## config.mk

```make
export PLATFORM = sky130hd
export DESIGN_NAME = matrix_mem_arbiter
export DESIGN_NICKNAME = d
export VERILOG_FILES = /design/src/rtl/matrix_mem_arbiter.sv
export SDC_FILE = /design/constraint.sdc
export NUM_CORES = 1
export LEC_CHECK = 0
export CORE_AREA = 3 3 516 518
export DETAILED_ROUTE_END_ITERATION = 8
export DIE_AREA = 0 0 519 521
export PLACE_DENSITY = 0.36
export SKIP_CTS_REPAIR_TIMING = 1
export SLEW_MARGIN = 20
export SYNTH_ARGS = -nofsm -noshare
export SYNTH_HDL_FRONTEND = slang
export SYNTH_SLANG_ARGS = --single-unit
```

## constraint.sdc

```tcl
create_clock -name Clk -period 2.3 [get_ports Clk]
set_input_delay 0.23 -clock Clk [delete_from_list [all_inputs] [get_ports Clk]]
set_output_delay 0.23 -clock Clk [all_outputs]
set_load 0.1 [all_outputs]
```

## src/rtl/matrix_mem_arbiter.sv

```systemverilog
// Two-requester round-robin arbiter and sequencer in front of the single-port
// main matrix memory (16 slots x 256 bits). One transaction is in flight at a
// time. The grant, address and write data are captured in the IDLE cycle that
// accepts a request. Every output comes straight from a register.
//
// Handshake (req/ack): a requester raises reqN with weN/addrN/wdataN stable
// and holds all of them until it sees ackN high for one cycle. The arbiter
// samples requests only in IDLE, so a requester that keeps reqN high after
// ackN, with new fields, is accepted in the IDLE cycle that follows RESP.
// errN is meaningful only while ackN is high. rdata is meaningful while the
// ack of a read is high and holds until the next read completes.
module matrix_mem_arbiter #(
   parameter logic [3:0] MEM_SEL = 4'h0,
   parameter int         DATA_W  = 256,
   parameter int         ADDR_W  = 16
) (
   input  logic              Clk,
   input  logic              Reset,
   input  logic              req0,
   input  logic              req1,
   input  logic              we0,
   input  logic              we1,
   input  logic [ADDR_W-1:0] addr0,
   input  logic [ADDR_W-1:0] addr1,
   input  logic [DATA_W-1:0] wdata0,
   input  logic [DATA_W-1:0] wdata1,
   output logic              ack0,
   output logic              ack1,
   output logic              err0,
   output logic              err1,
   output logic [DATA_W-1:0] rdata,
   output logic              busy,
   output logic [ADDR_W-1:0] mem_address,
   output logic [DATA_W-1:0] mem_DataIn,
   output logic              mem_nRead,
   output logic              mem_nWrite,
   input  logic [DATA_W-1:0] mem_DataOut,
   output logic [1:0]        dbg_state
);

   typedef enum logic [1:0] {
      IDLE    = 2'd0,
      ISSUE   = 2'd1,
      CAPTURE = 2'd2,
      RESP    = 2'd3
   } state_t;

   state_t state;

   // Transaction context latched at grant time.
   logic gnt_id;    // 0 = requester 0, 1 = requester 1
   logic lat_we;    // 1 = write
   logic lat_err;   // module-select mismatch
   // Id favoured on the next contention; holds the id not served last.
   logic rr_ptr;

   // Combinational winner selection and field mux for the IDLE cycle.
   logic              any_req;
   logic              pick;
   logic              pick_we;
   logic [ADDR_W-1:0] pick_addr;
   logic [DATA_W-1:0] pick_wdata;
   logic              pick_sel_ok;

   // Choose the winner among the current requests and mux its fields.
   always_comb begin
      any_req     = req0 | req1;
      pick        = 1'b0;
      if (req0 && req1) begin
         pick = rr_ptr;
      end else begin
         pick = req1;
      end
      pick_we     = pick ? we1    : we0;
      pick_addr   = pick ? addr1  : addr0;
      pick_wdata  = pick ? wdata1 : wdata0;
      pick_sel_ok = (pick_addr[ADDR_W-1:ADDR_W-4] == MEM_SEL);
   end

   // Sequencer FSM with registered strobes, acks and read data.
   always_ff @(posedge Clk) begin
      if (Reset) begin
         state       <= IDLE;
         gnt_id      <= 1'b0;
         lat_we      <= 1'b0;
         lat_err     <= 1'b0;
         rr_ptr      <= 1'b0;
         ack0        <= 1'b0;
         ack1        <= 1'b0;
         err0        <= 1'b0;
         err1        <= 1'b0;
         rdata       <= '0;
         busy        <= 1'b0;
         mem_address <= '0;
         mem_DataIn  <= '0;
         mem_nRead   <= 1'b1;
         mem_nWrite  <= 1'b1;
      end else begin
         // Pulses and strobes default to their idle levels every cycle.
         ack0       <= 1'b0;
         ack1       <= 1'b0;
         err0       <= 1'b0;
         err1       <= 1'b0;
         mem_nRead  <= 1'b1;
         mem_nWrite <= 1'b1;
         case (state)
            IDLE: begin
               if (any_req) begin
                  gnt_id  <= pick;
                  lat_we  <= pick_we;
                  lat_err <= ~pick_sel_ok;
                  busy    <= 1'b1;
                  if (!pick_sel_ok) begin
                     // Foreign module select: answer at once, memory untouched.
                     state <= RESP;
                     ack0  <= ~pick;
                     ack1  <= pick;
                     err0  <= ~pick;
                     err1  <= pick;
                  end else begin
                     state       <= ISSUE;
                     mem_address <= pick_addr;
                     if (pick_we) begin
                        mem_nWrite <= 1'b0;
                        mem_DataIn <= pick_wdata;
                     end else begin
                        mem_nRead <= 1'b0;
                     end
                  end
               end
            end
            ISSUE: begin
               if (lat_we) begin
                  state <= RESP;
                  ack0  <= ~gnt_id;
                  ack1  <= gnt_id;
               end else begin
                  state <= CAPTURE;
               end
            end
            CAPTURE: begin
               // Memory output is valid the cycle after the read strobe.
               rdata <= mem_DataOut;
               state <= RESP;
               ack0  <= ~gnt_id;
               ack1  <= gnt_id;
            end
            RESP: begin
               rr_ptr <= ~gnt_id;
               state  <= IDLE;
               busy   <= 1'b0;
            end
            default: begin
               state <= IDLE;
               busy  <= 1'b0;
            end
         endcase
      end
   end

   assign dbg_state = state;

endmodule

```

Word-level counts from Yosys, hierarchy flattened
Cells that the tools add are included.
- bits in registers: 540
- bits of input ports: 806
- word-level logic and storage cells: 54
- mux-type cells: 20
- reduce and logical (&&, ||, !) cells: 10
- bitwise operators: 6
- equality and inequality tests: 4
- operators by type and width (operator ; number):
    256-bit two-way mux ; 1
    16-bit two-way mux ; 1
    1-bit two-way mux ; 12
    2-bit one-hot mux with 4 select lines ; 1
    1-bit one-hot mux with 3 select lines ; 2
    1-bit inverter ; 5
    2-bit == test, second input constant ; 2
    4-bit logical NOT ; 1
    2-bit two-way mux ; 2
    2-bit AND reduction ; 2
    4-bit AND reduction ; 1
    4-bit OR reduction ; 1
    3-bit AND reduction ; 1
    2-bit by 1-bit == test with 1-bit output, second input constant ; 1
    2-bit logical NOT ; 1
    2-bit inequality test, second input constant ; 1
    1-bit one-hot mux with 2 select lines ; 1
    2-bit nonzero test ; 1
    2-bit OR reduction ; 1
    1-bit logical AND ; 1
    1-bit OR ; 1

Depth between registers and ports, before layout
Gate-level depths: netlist (run 1).
- depth after elaboration: 7
- mapped depth: 9

Worst setup path before layout (run 1)
Ideal clock, no wire load.
- path type: flip-flop to flip-flop
- start: register state[0], in the netlist dbg_state[0]
- end: register mem_DataIn[105]
- data arrival time: 2.597 ns
- buffers on the path: 3
- clock period less this slack: 2.731 ns
- slack: -0.431 ns
- stages on the path, launching flop included: 10
- data required time: 2.166 ns
- cell sequence: dfxtp_1 -> inv_1 -> ha_1 -> buf_2 -> o21ai_0 -> nor2_1 -> clkbuf_1 -> clkbuf_1 -> a211oi_1 -> a211oi_1
- longest elaborated chain between the ends: 2
- RTL lines (element ; RTL line ; RTL):
    start: declaration ; 48 ; state_t state;
    start signal: assignment ; 83 ; state <= IDLE;
    start signal: assignment ; 115 ; state <= RESP;
    start signal: assignment ; 121 ; state <= ISSUE;
    2-bit logical NOT ; 106 ; case (state)
    4-bit AND reduction (no source line) ; -- ;
    end signal: assignment ; 125 ; mem_DataIn <= pick_wdata;
    end: declaration ; 34 ; output logic [DATA_W-1:0] mem_DataIn,
No other way between the ends.
A chain may end at the register's enable or synchronous reset.

Final worst setup path (run 1)
- start: register state[0], in the netlist dbg_state[0]
- end: register mem_DataIn[236]
Same word-level chain as after synthesis.

==> results of run 1 <==
## cells by family after synthesis
family / count (synthesis)
buf+inv: 244
simple gates: 310
mux: 524
fa+ha+maj: 4
flops: 540
compound gates: 555
## per-layer routing
metal | wire [um] | track usage, % | share of wire [%]
met5 | 931 | 0 | 0.50
met3 | 20700 | 6.72 | 11
met1 | 72200 | 14.7 | 39
met4 | 6790 | 4.59 | 3.7
met2 | 84600 | 20.7 | 46
## final timing paths
check / depth (start not counted) / end / startpoint / slack, ns
worst max register to register: 11 / mem_DataIn[236]$_SDFFE_PP0P_ / dbg_state[0]$_SDFFE_PP0P_ / 0.07
worst max-delay path: 11 / mem_DataIn[236]$_SDFFE_PP0P_ / dbg_state[0]$_SDFFE_PP0P_ / 0.07
worst min register to register: 2 / mem_address[10]$_SDFFE_PP0P_ / mem_address[10]$_SDFFE_PP0P_ / 0.46
worst min-delay path: 3 / rdata[249]$_SDFFE_PP0N_ / mem_DataOut[249] / 0.16
## worst max-delay path, delay by kind of cell (launching register included)
kind,cells,cell delay (ns)
buffers and inverters,6,0.94
AO/OA/AOI/OAI,4,0.61
flip-flops,1,0.36
adder cells (fa/ha/maj),1,0.14
## flip-flops by register name, summed over array words and instances, names as in the netlist
signal,cells
err1,1
ack0,1
gnt_id,1
mem_nRead,1
err0,1
mem_DataIn,256
rr_ptr,1
busy,1
ack1,1
lat_we,1
mem_nWrite,1
rdata,256
mem_address,16
dbg_state,2
## cell type report
| cell class | count | area, sq um | area share [%] |
|---|---|---|---|
| inverters | 5 | 21.3 | 0.0492 |
| repair buffers | 1538 | 14600 | 33.7 |
| well taps | 3515 | 4400 | 10.2 |
| clock inverters | 19 | 230 | 0.533 |
| multi-input cells | 1393 | 10800 | 24.9 |
| clock buffers | 121 | 2360 | 5.45 |
| diodes | 24 | 60.1 | 0.139 |
| flip-flops and latches | 540 | 10800 | 25.0 |
## cell usage in the layout, fill, tap and decap left out, types with 6 or more instances in the layout
master and instances:
clkbuf_1 21, diode_2 24, dfxtp_1 538, clkdlybuf4s50_1 803
buf_2 7, nor2_1 264, buf_4 643, buf_12 55
clkbuf_8 20, and3_1 16, buf_6 10, o21ai_0 12
mux2i_1 524, a21boi_0 12, a21oi_1 6, clkbuf_16 91
a211oi_1 516, clkinv_2 6, nand2_1 14
## through the flow
step,cell area [sq um],instances,hold slack (ns)
2_1_floorplan,22700,2177,0.377
3_3_place_gp,40100,6966,0.448
3_5_place_dp,40100,6966,0.457
4_1_cts,42700,7106,-0.200
5_1_grt,43200,7142,0.0809
6_report,43200,7155,0.158
## where the power goes
| group | internal [W] | leakage [nW] | switching [W] |
|---|---|---|---|
| combinational | 0.00562 | 11.4 | 0.0137 |
| sequential | 0.0106 | 4.39 | 0.000809 |
| clock | 0.00729 | 1.26 | 0.00512 |
| total | 0.0236 | 17.0 | 0.0197 |
==> results.py, run 1 <==
metrics = {
    "status": {
        "status": "completed",
    },
    "sta": {
        "fin_crit_sh_pct": 97.1,
        "worst_pin_slew_ns": 0.816,
        "max_freq_mhz": 448,
        "finalHoldViolCount": 0,
        "period_minus_slack_ns": 2.23,
        "fin_worst_skew_ns": 0.0381,
        "drv_slew": 0,
        "setup_viol": 0,
        "relSlewSlack_pct": 45.6,
        "final.setup.worst_slack_ns": 0.0659,
        "setup_tns_ns": 0,
    },
    "yosys": {
        "ys.warnings.count": 0,
        "yosysTopAreaCell": "dfxtp_1",
        "synth_fa_ha_area_share_pct": 0.221,
        "synth_edf_count": 0,
        "synth_compound_area_share_pct": 18.3,
        "synth-xor-area-share_pct": 0,
        "synth_top_family_by_area": "multiplexers",
        "synthTopCellsByCount": "dfxtp_1, mux2i_1, a211oi_1, nor2_1, clkbuf_1",
        "synth-main-ff-cell": "dfxtp_1",
        "syn-cell-area_sq_um": 22700,
        "synth.area.top_cells": "dfxtp_1, mux2i_1, a211oi_1",
        "syn_avg_cell_area_sq_um": 10.4,
        "synthSimpleGateAreaFrac_pct": 5.49,
        "syn_nets": 2987,
        "synth_most_common_cell": "dfxtp_1",
        "synth_mux_area_share_pct": 23.1,
        "async_reset_ff_share_pct": 0,
        "ys_seq_area_share_pct": 47.7,
        "netlist_instances": 2177,
        "ys_ff_latch": 540,
        "synth_top_area_share_pct": 47.7,
        "synth_cell_types": 35,
    },
    "job": {
        "maxCapViolCount": 0,
    },
    "clocking": {
        "h-tree-depth": 3,
        "cts_buffers": 78,
        "cts_buffer_depth": 3,
        "cts_sinks": 540,
        "cts_tree": "done",
        "clkTransAtPathRegs_ns": 0.06,
        "clock_latency_ns": 0.69,
        "cts-root-buf": "clkbuf_16",
    },
    "grt": {
        "grt_first_pass_wirelength_mm": 236,
        "overflow": 0,
        "grt_usage_pct": 12.9,
        "grt_max_degree": 130,
        "grt_pass1_vias": 24000,
        "antenna_found_initial": 156,
    },
    "power_and_ir_drop": {
        "p_leak_nw": 17.0,
        "power_density_nw_per_um2": 1000,
        "peakVddDrop_mv": 0.646,
        "p_total_w": 0.0432,
    },
    "worst_hold_path": {
        "hp-class": "input pin to register",
    },
    "floorplan": {
        "num_rows": 188,
        "fp.dieH_um": 521,
        "die-area_sq_um": 270000,
        "die_w_um": 519,
        "pin_count": 1343,
        "core_sq_um": 262000,
        "start_util_pct": 8.65,
    },
    "placement": {
        "io_buffers": 1342,
        "dp_hpwl_mm": 152,
        "place_ws_ns": -0.493,
        "routabilityCongestion": 0.900,
    },
    "finish": {
        "drive_gt1_share_pct": 24.0,
        "synthToLayoutAreaGrowth_pct": 90.7,
        "fill_cells": 29400,
        "utilization_pct": 16.5,
        "fin_nets": 4366,
    },
    "drt": {
        "via_per_inst": 3.31,
        "vias": 23700,
        "wl_per_cell_um": 25.9,
        "drt-initial-drc-count": 1212,
        "wl_mm": 185,
        "drc": 0,
        "ant_nets": 0,
        "firstDrtPassIters": 4,
    },
    "worst_setup_path": {
        "endpoint_kind": "register",
        "critical_path_class": "register to register",
        "start_kind": "register",
        "cp_slowest_cell": "dfxtp_4",
        "critPathMaxFanout": 15,
        "crit_path_cell_trace": "inv_4, ha_4, o21ai_2, buf_4, a2111oi_4, buf_4, buf_8, a21o_4, clkbuf_16, clkbuf_16, a211oi_1",
        "critical-path-max-stage-delay_ns": 0.36,
        "cp.required_ns": 2.83,
        "critPathArrivalTime_ns": 2.77,
    },
}
Power figures use the tool's default switching activity.
==> run 2: changes to the inputs <==
==> constraint.sdc (replaced) <==
create_clock -name Clk -period 2.43 [get_ports Clk]
set_input_delay 0.486 -clock Clk [delete_from_list [all_inputs] [get_ports Clk]]
set_output_delay 0.486 -clock Clk [all_outputs]
set_load 0.1 [all_outputs]
==> run 2 against run 1 <==
Compared with the run above:
- clock skew shrank 0.0075 ns
- flip-flop and latch count is the same
- critical path depth shrank 3
- sequential power shrank 6%
- power shrank 5.5%
- first-iteration DRC count shrank 1.3%
- die area is the same
- register-to-register slack gained 0.13 ns
- core utilization shrank 0.14 points
- non-clock buffer count grew 28
- sequential share of layout area grew 0.20 points
==> results.py, run 2 (synthesis results as in run 1) <==
metrics = {
    "status": {
        "status": "completed",
    },
    "power_and_ir_drop": {
        "p_total_w": 0.0409,
        "peakVddDrop_mv": 0.684,
        "p_leak_nw": 17.0,
        "power_density_nw_per_um2": 953,
    },
    "worst_setup_path": {
        "cp.required_ns": 3.01,
        "startpoint": "addr0[12]",
        "crit_buf_inv": 4,
        "worstReg2RegStart": "dbg_state[0]$_SDFFE_PP0P_",
        "cp_slowest_cell": "or4_4",
        "critPathArrivalTime_ns": 2.85,
        "critPathMaxFanout": 16,
        "r2r_setup_slack_ns": 0.20,
        "critical_path_class": "input pin to register",
        "crit_path_cell_trace": "clkdlybuf4s50_1, or4_4, a2111oi_4, buf_6, buf_16, buf_4, a211oi_1, a211oi_1",
        "cp_common_cell": "a211oi_1",
        "critical-path-max-stage-delay_ns": 0.58,
        "worst-path-stages": 8,
        "reg2reg_to": "mem_DataIn[237]$_SDFFE_PP0P_",
        "r2r_cells": 10,
        "start_kind": "input pin",
        "cpLargestDelayFamily": "buffers and inverters",
        "endpoint_kind": "register",
    },
    "clocking": {
        "clock_latency_ns": 0.68,
        "h-tree-depth": 3,
        "cts_buffers": 77,
        "clkTransAtPathRegs_ns": 0.05,
        "cts_sinks": 540,
        "cts_tree": "done",
        "cts-root-buf": "clkbuf_16",
        "cts_buffer_depth": 3,
    },
    "drt": {
        "wl_mm": 175,
        "via_per_inst": 3.28,
        "ant_nets": 0,
        "drt-initial-drc-count": 1196,
        "firstDrtPassIters": 4,
        "vias": 23500,
        "wl_per_cell_um": 24.4,
        "drc": 0,
    },
    "worst_hold_path": {
        "min_from": "Reset",
        "hp-class": "input pin to register",
        "min_delay_path_depth": 2,
        "hold_end": "rdata[81]$_SDFFE_PP0N_",
    },
    "finish": {
        "fin_nets": 4393,
        "fill_cells": 29600,
        "drive_gt1_share_pct": 24.4,
        "layout_common_cells": "clkdlybuf4s50_1, buf_4, dfxtp_1, mux2i_1, a211oi_1",
        "reg_top3": "mem_DataIn: 256 flops, rdata: 256 flops, mem_address: 16 flops",
        "utilization_pct": 16.4,
        "final_common_cell": "clkdlybuf4s50_1",
        "synthToLayoutAreaGrowth_pct": 89.2,
        "final_cells": 7166,
    },
    "sta": {
        "fin_crit_sh_pct": 93.2,
        "setup_viol": 0,
        "relSlewSlack_pct": 54.3,
        "period_minus_slack_ns": 2.26,
        "grt_setup_unrepaired": "yes",
        "fin_worst_skew_ns": 0.0306,
        "finalHoldViolCount": 0,
        "worst_pin_slew_ns": 0.686,
        "drv_slew": 0,
        "max_freq_mhz": 442,
    },
    "floorplan": {
        "fp.dieH_um": 521,
        "pin_count": 1343,
        "start_util_pct": 8.65,
        "die_w_um": 519,
        "die-area_sq_um": 270000,
        "num_rows": 188,
        "core_sq_um": 262000,
    },
    "grt": {
        "grt_pass1_vias": 24300,
        "overflow": 0,
        "antenna_found_initial": 114,
        "grt_usage_pct": 12.4,
        "grt_max_degree": 65,
        "grt_first_pass_wirelength_mm": 230,
    },
    "placement": {
        "dp_hpwl_mm": 146,
        "place_inst": 7018,
        "io_buffers": 1342,
        "routabilityCongestion": 0.901,
    },
    "job": {
        "maxCapViolCount": 0,
    },
}
==> run 2: cell types whose count changed in the layout (fill, tap and decap cells not counted), sizes merged <==
cell,previous run,this run
clkinv,10,12
dlygate4sd3,2,0
clkinvlp,3,4
clkbuf,132,110
buf,722,763
bufinv,2,8
inv,9,7
diode,24,11
==> run 2: per-stage QoR <==
| stage | cell area (sq um) | TNS (ns) | setup WS, ns | hold WS [ns] |
|---|---|---|---|---|
| 2_1_floorplan | 22700 | 0 | 0.0704 | 0.462 |
| 3_3_place_gp | 40200 | -145.04 | -0.670 | 0.449 |
| 3_5_place_dp | 40200 | -145.81 | -0.657 | 0.454 |
| 4_1_cts | 42800 | -0.00796 | -0.00509 | 0.199 |
| 5_1_grt | 42800 | -0.0391 | -0.0267 | 0.208 |
| 6_report | 42900 | 0 | 0.166 | 0.257 |
==> run 2: power by group <==
part | internal, W | switching, W
clock | 0.00712 | 0.00473
sequential | 0.0101 | 0.000754
combinational | 0.00528 | 0.0129
total | 0.0225 | 0.0184
==> run 2: worst register-to-register path, cell delays in order, from the launching register on <==
cell and delay, ns:
dfxtp_2 0.35, inv_1 0.13, ha_1 0.20, o21ai_0 0.09, buf_4 0.16, a2111oi_4 0.20, buf_6 0.21, buf_16 0.20
buf_4 0.32, a211oi_1 0.07, a211oi_1 0.23
==> run 2: area by class of cell <==
cell class                      instances  area (sq um)  share of cell area, %
Antenna cell                           11          27.5                 0.0642
Clock buffer                          110          2190                   5.12
Clock inverter                         26           374                  0.873
Inverter                                5          18.8                 0.0438
Multi-Input combinational cell       1393         10700                   25.1
Sequential cell                       540         10800                   25.2
Tap cell                             3515          4400                   10.3
Timing Repair Buffer                 1566         14300                   33.4
==> run 2: worst max-delay path by stage <==
| stage | end | slack, ns |
|---|---|---|
| floorplan | mem_DataIn[105]$_SDFFE_PP0P_ | 0.07 |
| global placement | mem_DataIn[105]$_SDFFE_PP0P_ | -0.67 |
| detailed placement | mem_DataIn[80]$_SDFFE_PP0P_ | -0.66 |
| CTS | mem_DataIn[97]$_SDFFE_PP0P_ | -0.005 |
| global route | mem_DataIn[236]$_SDFFE_PP0P_ | -0.03 |
| finish | mem_DataIn[237]$_SDFFE_PP0P_ | 0.17 |
==> run 2: per-layer routing <==
layer | GRT usage [%] | wire (um) | share of wire [%] | up-vias
li1 | - | - | - | 11000
met1 | 13.1 | 65100 | 37 | 11100
met2 | 22.4 | 88400 | 50 | 1059
met3 | 6.08 | 18100 | 10 | 308
met4 | 2.10 | 2860 | 1.6 | 120
met5 | 0 | 749 | 0.43 | -
